`src/rtl/hilo_div_unit_pkg.sv`:
```
// Shared definitions for the HI/LO divider: state encoding, default width and
// the divide-by-zero result fill.
package hilo_div_unit_pkg;

    localparam int unsigned DIV_WIDTH = 32;

    // Quotient is all ones on divide-by-zero; every bit takes this value.
    localparam logic DIV_ZERO_FILL = 1'b1;

    typedef enum logic [1:0] {
        StIdle    = 2'd0,
        StRun     = 2'd1,
        StEnd     = 2'd2,
        StEndZero = 2'd3
    } div_state_e;

endpackage

```
`src/rtl/hilo_div_unit_if.sv`:
```
// Execute-stage / register-file side of the divider: launch operands, stall,
// and the HI/LO write port.
interface hilo_div_unit_if
    import hilo_div_unit_pkg::*;
#(
    parameter int unsigned WIDTH = DIV_WIDTH
);
    logic             start_i;
    logic             signed_i;
    logic             annul_i;
    logic [WIDTH-1:0] dividend_i;
    logic [WIDTH-1:0] divisor_i;
    logic             stall_o;
    logic             done_o;
    logic             hi_we;
    logic [WIDTH-1:0] hi_o;
    logic             lo_we;
    logic [WIDTH-1:0] lo_o;

    modport slave (
        input  start_i, signed_i, annul_i, dividend_i, divisor_i,
        output stall_o, done_o, hi_we, hi_o, lo_we, lo_o
    );

    modport master (
        output start_i, signed_i, annul_i, dividend_i, divisor_i,
        input  stall_o, done_o, hi_we, hi_o, lo_we, lo_o
    );
endinterface

```
`src/rtl/hilo_div_unit_div_core_step.sv`:
```
// One restoring-division iteration: shift the next dividend bit into the
// partial remainder, subtract the divisor if it fits, shift in the quotient bit.
module hilo_div_unit_div_core_step
    import hilo_div_unit_pkg::*;
#(
    parameter int unsigned WIDTH = DIV_WIDTH
) (
    input  logic [WIDTH-1:0] rem_i,
    input  logic [WIDTH-1:0] quo_i,
    input  logic [WIDTH-1:0] divisor_i,
    output logic [WIDTH-1:0] rem_o,
    output logic [WIDTH-1:0] quo_o
);
    logic [WIDTH:0]   shifted;
    logic [WIDTH-1:0] sub;
    logic             q_bit;

    assign shifted = {rem_i, quo_i[WIDTH-1]};
    assign q_bit   = (shifted >= {1'b0, divisor_i});
    // When the subtraction fits, the true difference is below 2^WIDTH, so the
    // truncated subtract of the low bits is exact.
    assign sub     = shifted[WIDTH-1:0] - divisor_i;

    always_comb begin
        rem_o = shifted[WIDTH-1:0];
        if (q_bit) begin
            rem_o = sub;
        end
        quo_o = {quo_i[WIDTH-2:0], q_bit};
    end
endmodule

```
`src/rtl/hilo_div_unit.sv`:
```
// Multi-cycle radix-2 restoring divider for DIV/DIVU; drives the HI/LO write
// port with remainder on HI and quotient on LO.
module hilo_div_unit
    import hilo_div_unit_pkg::*;
#(
    parameter int unsigned WIDTH = DIV_WIDTH
) (
    input logic             clk,
    input logic             rst,
    hilo_div_unit_if.slave  bus
);
    localparam int unsigned CntW = $clog2(WIDTH);
    localparam logic [CntW-1:0] LastCnt = CntW'(WIDTH - 1);

    div_state_e       state_q;
    logic [CntW-1:0]  cnt_q;
    logic [WIDTH-1:0] rem_q;
    logic [WIDTH-1:0] quo_q;
    logic [WIDTH-1:0] dvs_q;
    logic             q_neg_q;
    logic             r_neg_q;
    logic             done_q;
    logic [WIDTH-1:0] hi_q;
    logic [WIDTH-1:0] lo_q;

    logic [WIDTH-1:0] step_rem;
    logic [WIDTH-1:0] step_quo;
    logic             dvd_neg;
    logic             dvs_neg;
    logic [WIDTH-1:0] dvd_mag;
    logic [WIDTH-1:0] dvs_mag;
    logic [WIDTH-1:0] lo_fix_d;
    logic [WIDTH-1:0] hi_fix_d;

    assign dvd_neg = bus.signed_i & bus.dividend_i[WIDTH-1];
    assign dvs_neg = bus.signed_i & bus.divisor_i[WIDTH-1];
    assign dvd_mag = dvd_neg ? -bus.dividend_i : bus.dividend_i;
    assign dvs_mag = dvs_neg ? -bus.divisor_i : bus.divisor_i;

    hilo_div_unit_div_core_step #(
        .WIDTH (WIDTH)
    ) u_step (
        .rem_i     (rem_q),
        .quo_i     (quo_q),
        .divisor_i (dvs_q),
        .rem_o     (step_rem),
        .quo_o     (step_quo)
    );

    // Sign fix-up applied to the final iteration's result on entry to StEnd.
    assign lo_fix_d = q_neg_q ? -step_quo : step_quo;
    assign hi_fix_d = r_neg_q ? -step_rem : step_rem;

    always_ff @(posedge clk) begin
        if (rst) begin
            state_q <= StIdle;
            cnt_q   <= '0;
            rem_q   <= '0;
            quo_q   <= '0;
            dvs_q   <= '0;
            q_neg_q <= 1'b0;
            r_neg_q <= 1'b0;
            done_q  <= 1'b0;
            hi_q    <= '0;
            lo_q    <= '0;
        end else begin
            done_q <= 1'b0;
            unique case (state_q)
                StIdle: begin
                    if (bus.start_i && !bus.annul_i) begin
                        if (bus.divisor_i == '0) begin
                            state_q <= StEndZero;
                            done_q  <= 1'b1;
                            hi_q    <= bus.dividend_i;
                            lo_q    <= {WIDTH{DIV_ZERO_FILL}};
                        end else begin
                            state_q <= StRun;
                            cnt_q   <= '0;
                            rem_q   <= '0;
                            quo_q   <= dvd_mag;
                            dvs_q   <= dvs_mag;
                            q_neg_q <= dvd_neg ^ dvs_neg;
                            r_neg_q <= dvd_neg;
                        end
                    end
                end
                StRun: begin
                    if (bus.annul_i) begin
                        state_q <= StIdle;
                        cnt_q   <= '0;
                    end else begin
                        rem_q <= step_rem;
                        quo_q <= step_quo;
                        cnt_q <= cnt_q + CntW'(1);
                        if (cnt_q == LastCnt) begin
                            state_q <= StEnd;
                            cnt_q   <= '0;
                            done_q  <= 1'b1;
                            lo_q    <= lo_fix_d;
                            hi_q    <= hi_fix_d;
                        end
                    end
                end
                StEnd, StEndZero: begin
                    state_q <= StIdle;
                end
                default: begin
                    state_q <= StIdle;
                end
            endcase
        end
    end

    // Stall is released on the writeback cycle so the pipeline advances with it.
    assign bus.stall_o = ~rst & ((state_q == StRun) |
                                 ((state_q == StIdle) & bus.start_i & ~bus.annul_i));
    assign bus.done_o  = done_q;
    assign bus.hi_we   = done_q;
    assign bus.lo_we   = done_q;
    assign bus.hi_o    = hi_q;
    assign bus.lo_o    = lo_q;
endmodule

```
`src/flat_wrapper.sv`:
```
// flat-port wrapper written by rule: the top's interface ports become plain ports
module hilo_div_unit_flat import hilo_div_unit_pkg::*;
#(
    parameter int unsigned WIDTH = DIV_WIDTH
)
  (clk, rst, bus_start_i, bus_signed_i, bus_annul_i, bus_dividend_i, bus_divisor_i, bus_stall_o, bus_done_o, bus_hi_we, bus_hi_o, bus_lo_we, bus_lo_o);
  hilo_div_unit_if #(.WIDTH(WIDTH)) bus_i ();
  input logic clk;
  input logic rst;
  input wire logic [$bits(bus_i.start_i)-1:0] bus_start_i;
  input wire logic [$bits(bus_i.signed_i)-1:0] bus_signed_i;
  input wire logic [$bits(bus_i.annul_i)-1:0] bus_annul_i;
  input wire logic [$bits(bus_i.dividend_i)-1:0] bus_dividend_i;
  input wire logic [$bits(bus_i.divisor_i)-1:0] bus_divisor_i;
  output wire logic [$bits(bus_i.stall_o)-1:0] bus_stall_o;
  output wire logic [$bits(bus_i.done_o)-1:0] bus_done_o;
  output wire logic [$bits(bus_i.hi_we)-1:0] bus_hi_we;
  output wire logic [$bits(bus_i.hi_o)-1:0] bus_hi_o;
  output wire logic [$bits(bus_i.lo_we)-1:0] bus_lo_we;
  output wire logic [$bits(bus_i.lo_o)-1:0] bus_lo_o;
  assign bus_i.start_i = bus_start_i;
  assign bus_i.signed_i = bus_signed_i;
  assign bus_i.annul_i = bus_annul_i;
  assign bus_i.dividend_i = bus_dividend_i;
  assign bus_i.divisor_i = bus_divisor_i;
  assign bus_stall_o = bus_i.stall_o;
  assign bus_done_o = bus_i.done_o;
  assign bus_hi_we = bus_i.hi_we;
  assign bus_hi_o = bus_i.hi_o;
  assign bus_lo_we = bus_i.lo_we;
  assign bus_lo_o = bus_i.lo_o;
  hilo_div_unit #(.WIDTH(WIDTH)) u_core (.clk(clk), .rst(rst), .bus(bus_i));
endmodule
```
`config.mk`:
```
export PLATFORM = sky130hd
export DESIGN_NAME = hilo_div_unit_flat
export DESIGN_NICKNAME = d
export VERILOG_FILES = /design/src/rtl/hilo_div_unit_pkg.sv /design/src/rtl/hilo_div_unit_if.sv /design/src/rtl/hilo_div_unit_div_core_step.sv /design/src/rtl/hilo_div_unit.sv /design/src/flat_wrapper.sv
export SDC_FILE = /design/constraint.sdc
export NUM_CORES = 1
export LEC_CHECK = 0
export ABC_AREA = 1
export BUFFER_PORTS_ARGS = -buffer_cell sky130_fd_sc_hd__buf_2
export CAP_MARGIN = 5
export CORE_MARGIN = 4
export CORE_UTILIZATION = 52
export DETAILED_ROUTE_END_ITERATION = 10
export HOLD_SLACK_MARGIN = 0.1
export PLACE_DENSITY = 0.72
export SETUP_SLACK_MARGIN = 0.5
export SLEW_MARGIN = 40
export SYNTH_ARGS = -nofsm -noshare
export SYNTH_HDL_FRONTEND = slang
export SYNTH_SLANG_ARGS = --single-unit
export TNS_END_PERCENT = 50
```
`constraint.sdc`:
```
create_clock -name clk -period 4.1 [get_ports clk]
set_clock_uncertainty 0.2 [all_clocks]
set_input_delay 0.205 -clock clk [delete_from_list [all_inputs] [get_ports clk]]
set_output_delay 0.205 -clock clk [all_outputs]
set_load 0.02 [all_outputs]
```
==> Yosys cells after proc, flatten, opt, wreduce, memory -nomap -nowiden <==
Index checks and enable logic that the tools add are counted.
{ "op_classes": {"n_addsub": 6, "order_cmp": 1, "eq_ne": 10, "n_mux": 38, "bitwise_logic": 10, "n_reduce_logical": 11} }
{ "ops": {"columns": ["op", "n"], "rows": [
  ["32-bit 2-to-1 mux", 19],
  ["32-bit one-hot mux with 2 select lines", 4],
  ["32-bit negation", 4],
  ["33-bit by 32-bit greater-or-equal comparator with 1-bit output", 1],
  ["32-bit logical NOT", 1],
  ["32-bit subtractor", 1],
  ["5-bit 2-to-1 mux", 4],
  ["5-bit one-hot mux with 2 select lines", 1],
  ["2-bit 2-to-1 mux", 4],
  ["2-bit by 1-bit != test with 1-bit output, second input constant", 3],
  ["2-bit one-hot mux with 3 select lines", 1],
  ["3-bit AND reduction", 2],
  ["5-bit by 1-bit adder with 5-bit output, second input constant", 1],
  ["1-bit AND", 5],
  ["5-bit equality test, second input constant", 1],
  ["5-bit AND reduction", 1],
  ["2-bit equality test, second input constant", 2],
  ["1-bit 2-to-1 mux", 4],
  ["2-bit != test, second input constant", 2],
  ["4-bit AND reduction", 1],
  ["3-bit by 2-bit != test with 1-bit output, second input constant", 1],
  ["1-bit NOT", 3],
  ["2-bit by 1-bit equality test with 1-bit output, second input constant", 1],
  ["2-bit logical NOT", 1],
  ["8 further kinds", 8]
]} }
{ "totals": {"reg_bits": 170, "in_bits": 69, "out_inout_bits": 68, "wordCells": 86} }

==> Depth between registers and ports, before layout <==
{ "depth": {"ltp_word": 7, "ltp_mapped": 27, "mapped_depth_nobuf": 26} }

==> Cells and area by module <==
From an unflattened synthesis, not the netlist that was laid out.
{ "unflattened": {"hier_cells": 2442, "hier_area_um2": 14142.3} }
{ "by_module_without_submodules": {"columns": ["mod", "n_inst", "cells_each", "area_per_inst_um2", "seq_area_each_um2"], "rows": [
  ["hilo_div_unit", 1, 1763, 10741.6, 3403.3],
  ["hilo_div_unit_div_core_step", 1, 679, 3400.8, 0.0]
]} }

==> Least setup slack after synthesis <==
No wires, ideal clock.
{ "synth_timing": {"path_kind": "register -> register", "startpoint": "reg u_core.dvs_q[22]", "endpoint": "reg u_core.lo_q[30] (netlist: u_core.bus.lo_o[30])", "setup_time_ns": 0.070, "arrival_ns": 3.425, "required_ns": 3.830, "slack_ns": 0.405, "stages_incl_launch_ff": 24, "path_buffers": 1, "synth_period_minus_slack_ns": 3.695, "cell_sequence": "dfxtp_1 -> inv_1 -> ha_1 -> a21oi_1 -> nor2_1 -> nor2_1 -> a21oi_2 -> nor2_4 -> nand2_8 -> buf_6 -> inv_2 -> ha_1 -> inv_1 -> nor3_1 -> nand3_1 -> nor3_2 -> nand4_1 -> nand2_1 -> o21ai_1 -> a21oi_1 -> o21a_1 -> a31oi_1 -> or2_0 -> a21oi_1"} }
{ "synth_via": {"elab_chain_cells": 6} }
{ "synth_lines": {"columns": ["element", "line_no", "text"], "rows": [
  ["from (decl)", "hilo_div_unit.sv:19", "logic [WIDTH-1:0] dvs_q;"],
  ["from (signal assigned)", "hilo_div_unit.sv:81", "dvs_q <= dvs_mag;"],
  ["33-bit by 32-bit greater-or-equal comparator with 1-bit output", "hilo_div_unit_div_core_step.sv:19", "assign q_bit = (shifted >= {1'b0, divisor_i});"],
  ["32-bit negation", "hilo_div_unit.sv:51", "assign lo_fix_d = q_neg_q ? -step_quo : step_quo;"],
  ["32-bit 2-to-1 mux", "hilo_div_unit.sv:51", null],
  ["32-bit 2-to-1 mux", "hilo_div_unit.sv:95", "if (cnt_q == LastCnt) begin"],
  ["32-bit 2-to-1 mux", "hilo_div_unit.sv:88", "if (bus.annul_i) begin"],
  ["32-bit one-hot mux with 2 select lines", "hilo_div_unit.sv:68", "unique case (state_q)"],
  ["to (signal assigned)", "hilo_div_unit.sv:75", "lo_q <= {WIDTH{DIV_ZERO_FILL}};"],
  ["to (signal assigned)", "hilo_div_unit.sv:99", "lo_q <= lo_fix_d;"],
  ["to (decl)", "hilo_div_unit.sv:24", "logic [WIDTH-1:0] lo_q;"]
]} }
Every way passes these cells. The select of a mux whose other input is x is not followed.
A chain may end at the register's enable or synchronous reset.

==> Worst setup path in the final report <==
{ "layout_timing": {"startpoint": "reg u_core.rem_q[0]", "endpoint": "reg u_core.lo_q[30] (netlist: u_core.bus.lo_o[30])"} }
{ "layout_via": {"elab_chain_cells": 6} }
{ "layout_lines": {"columns": ["element", "line_no", "text"], "rows": [
  ["from (decl)", "hilo_div_unit.sv:17", "logic [WIDTH-1:0] rem_q;"],
  ["from (signal assigned)", "hilo_div_unit.sv:92", "rem_q <= step_rem;"],
  ["33-bit by 32-bit greater-or-equal comparator with 1-bit output", "hilo_div_unit_div_core_step.sv:19", null],
  ["32-bit negation", "hilo_div_unit.sv:51", null],
  ["32-bit 2-to-1 mux", "hilo_div_unit.sv:51", null],
  ["32-bit 2-to-1 mux", "hilo_div_unit.sv:95", null],
  ["32-bit 2-to-1 mux", "hilo_div_unit.sv:88", null],
  ["32-bit one-hot mux with 2 select lines", "hilo_div_unit.sv:68", null]
]} }
Every way passes these cells. The select of a mux whose other input is x is not followed.

==> impl_metrics.tcl <==
set metrics [dict create \
    outcome "completed" \
    die_y_um 164 \
    crit_type "reg -> reg" \
    fp-row-count 56 \
    max_cap_violations 0 \
    crit_path_cell_trace "ha_4, nand2_2, nor2_1, nand3_1, nand3_2, nand2_2, nand2_2, nand2_4, nand2_8, inv_4, ha_4, inv_2, nor3_4, nand3_2, nor3_4, nand4_1, nand2_1, o21ai_2, a21oi_2, o21a_1, a31oi_1, or2_0, a21oi_1" \
    ios 137 \
    dr.first_iter.drc_count 1606 \
    netlist_area_mm2 0.0127 \
    synth_edf_count 0 \
    ir_worst_vdd_v 0.000285 \
    clk_latency_ps 440 \
    via_per_inst 5.70 \
    start_util 0.535 \
    io_buffer_count 136 \
    cpMaxStageDelayCell "dfxtp_1" \
    final_cell_mix "nand2_1, inv_1, a21oi_1" \
    period_share 0.872 \
    core_area_mm2 0.0238 \
    setup_violations 0 \
    hold_class "in -> reg" \
    die_w_um 164 \
    drive_gt1_frac 0.201 \
    antenna_found_initial 3 \
    cts_tree "built" \
    critPathMaxFanout 7 \
    gp_congestion 1.02 \
    worstSetupStartpointType "flop" \
    yosys_warnings 0 \
    dp_hpwl_um 36500 \
    path_common_cell "nand2_2" \
    vias 14700 \
    dpl.cell_count 2463 \
    grt_first_pass_wirelength_um 74200 \
    fillers 2202 \
    critPathTopFamily "simple AND/OR/NAND/NOR gates" \
    postRouteAntennaNets 0 \
    syn_nets 2180 \
    clockRootBuffer "clkbuf_16" \
    cts_buffers 17 \
    finalSetupTns_ps 0 \
    die_area_mm2 0.0270 \
    powerDensity_mw_per_mm2 386 \
    first_pass_iters 6 \
    grt_max_degree 93 \
    grt_overflow 0 \
    finalHoldViolCount 0 \
    path_buf_inv 2 \
    fmax_ghz 0.280 \
    register_area_mm2 0.00343 \
    final_cells 2577 \
    crit_path_max_incr_delay_ps 470 \
    rsz0062_at_grt "yes" \
    ys_async_sr_fraction 0 \
    grt_usage 0.352 \
    syn_to_final_growth_pct 24.3 \
    ys.flop_type "dfxtp_1" \
    end_kind "flop" \
    num-nets-final 2354 \
    cts.sinks 170 \
    grt_pass1_vias 13400 \
    worst_slew_pin_slew_ps 775 \
    yosysSeqAreaShare 0.268 \
    syn-instance-count 2072 \
    p_leak_uw 0.00726 \
    clock_path_buffers 2 \
    wl_um 49100 \
    avgSynthCellArea_um2 6.14 \
    wl_per_cell_um 19.1 \
    ys_types 54 \
    multiInputGateArea_mm2 0.00873 \
    mostFrequentLayoutCell "nand2_1" \
    maxSlewViolCount 0 \
    crit_arrival_ps 3740 \
    drc 0 \
    critPathRequiredTime_ps 4260 \
    cts.htree.levels 4 \
    clk_pin_slew_ps 70 \
    fin_crit_ps 3570 \
    ys_ff_latch 170 \
    relSlewSlack 0.483 \
]
-- cells by family (layout without fill, tap and decap cells) --
family          after synthesis  after routing  share of synthesized area
fa+ha+maj                    39             39                     0.0390
flops                       170            170                      0.268
xor+xnor                     62             62                     0.0427
other cells                   0              1                          0
buf+inv                     351            536                      0.112
compound gates              421            421                      0.183
simple gates               1029           1029                      0.356
-- synth_stat cells, drive strengths merged, types with 2 or more instances --
cell / instances / share of area
or2: 9 / 0.0044
xnor2: 18 / 0.012
and2: 5 / 0.0025
dfxtp: 170 / 0.27
nand2: 572 / 0.17
a21boi: 2 / 0.0012
nor4: 6 / 0.0030
o211ai: 14 / 0.0083
clkbuf: 62 / 0.018
nor2: 199 / 0.065
xor2: 44 / 0.030
nor3: 34 / 0.016
ha: 38 / 0.037
a211oi: 6 / 0.0035
a21oi: 201 / 0.080
o21ai: 147 / 0.059
a41oi: 6 / 0.0041
nand4: 31 / 0.016
a31oi: 17 / 0.0084
o221ai: 14 / 0.010
nand3b: 13 / 0.0087
buf: 30 / 0.017
inv: 257 / 0.076
clkinv: 2 / 0.00059
o21bai: 2 / 0.0012
nand3: 157 / 0.064
nor3b: 3 / 0.0022
o21a: 2 / 0.0012
o31ai: 6 / 0.0035
-- worst paths after layout --
path,start,endpoint,slack [ps],depth (start not counted)
min reg2reg,u_core.bus.hi_o[4],u_core.bus.hi_o[4],260,2
max,u_core.rem_q[0],u_core.bus.lo_o[30],530,23
max reg2reg,u_core.rem_q[0],u_core.bus.lo_o[30],530,23
min,bus_dividend_i[24],u_core.bus.hi_o[24],110,5
-- through the flow --
step | hold slack (ps) | utilization | power [µW] | setup slack, ps | instance area (µm²)
floorplan | 159 | - | 3450 | 502 | 13100
global route | 132 | 0.666 | 6390 | 401 | 15800
global placement | 249 | 0.588 | 4080 | 189 | 14000
finish | 109 | 0.666 | 6110 | 526 | 15800
detailed placement | 253 | 0.589 | 4090 | 102 | 14000
CTS | 105 | 0.642 | 5850 | 478 | 15200
-- where the power goes --
group / internal (µW) / switching, µW
registers: 1800 / 114
clock network: 920 / 783
logic: 857 / 1640
-- what timing repair did --
action	in CTS	in global routing
resized for setup	10	137
endpoints found under the hold margin	81	0
endpoints found under the setup margin	20	64
hold buffers	61	0
setup buffers	5	17
pin swaps	5	24
-- worst min-delay path, stage by stage --
cell,delay (ps)
buf_2,130
inv_1,120
a21oi_1,90
nand2_1,80
a21oi_1,60
-- area by class of cell --
class,count,share of cell area
timing repair buffer,247,0.107
antenna,1,0.000158
multi-input combinational,1551,0.552
clock buffer,18,0.0278
inverter,259,0.0616
clock inverter,12,0.00894
sequential,170,0.217
tap,319,0.0252
-- metal layers --
layer | vias up | global-route usage | wire (µm)
met4 | 4 | 0.174 | 2760
met5 | - | 0 | 34
met3 | 147 | 0.0534 | 3760
li1 | 7121 | - | -
met2 | 692 | 0.585 | 22900
met1 | 6726 | 0.446 | 19600
-- registers in the layout (all words and copies together), names as in the netlist --
register and flops:
u_core.bus.hi_o 32, u_core.bus.lo_o 32, u_core.dvs_q 32, u_core.quo_q 32
u_core.rem_q 32, u_core.cnt_q 5, u_core.state_q 2, u_core.bus.done_o 1
u_core.q_neg_q 1, u_core.r_neg_q 1
No activity file was read; power rests on OpenSTA's default activity.
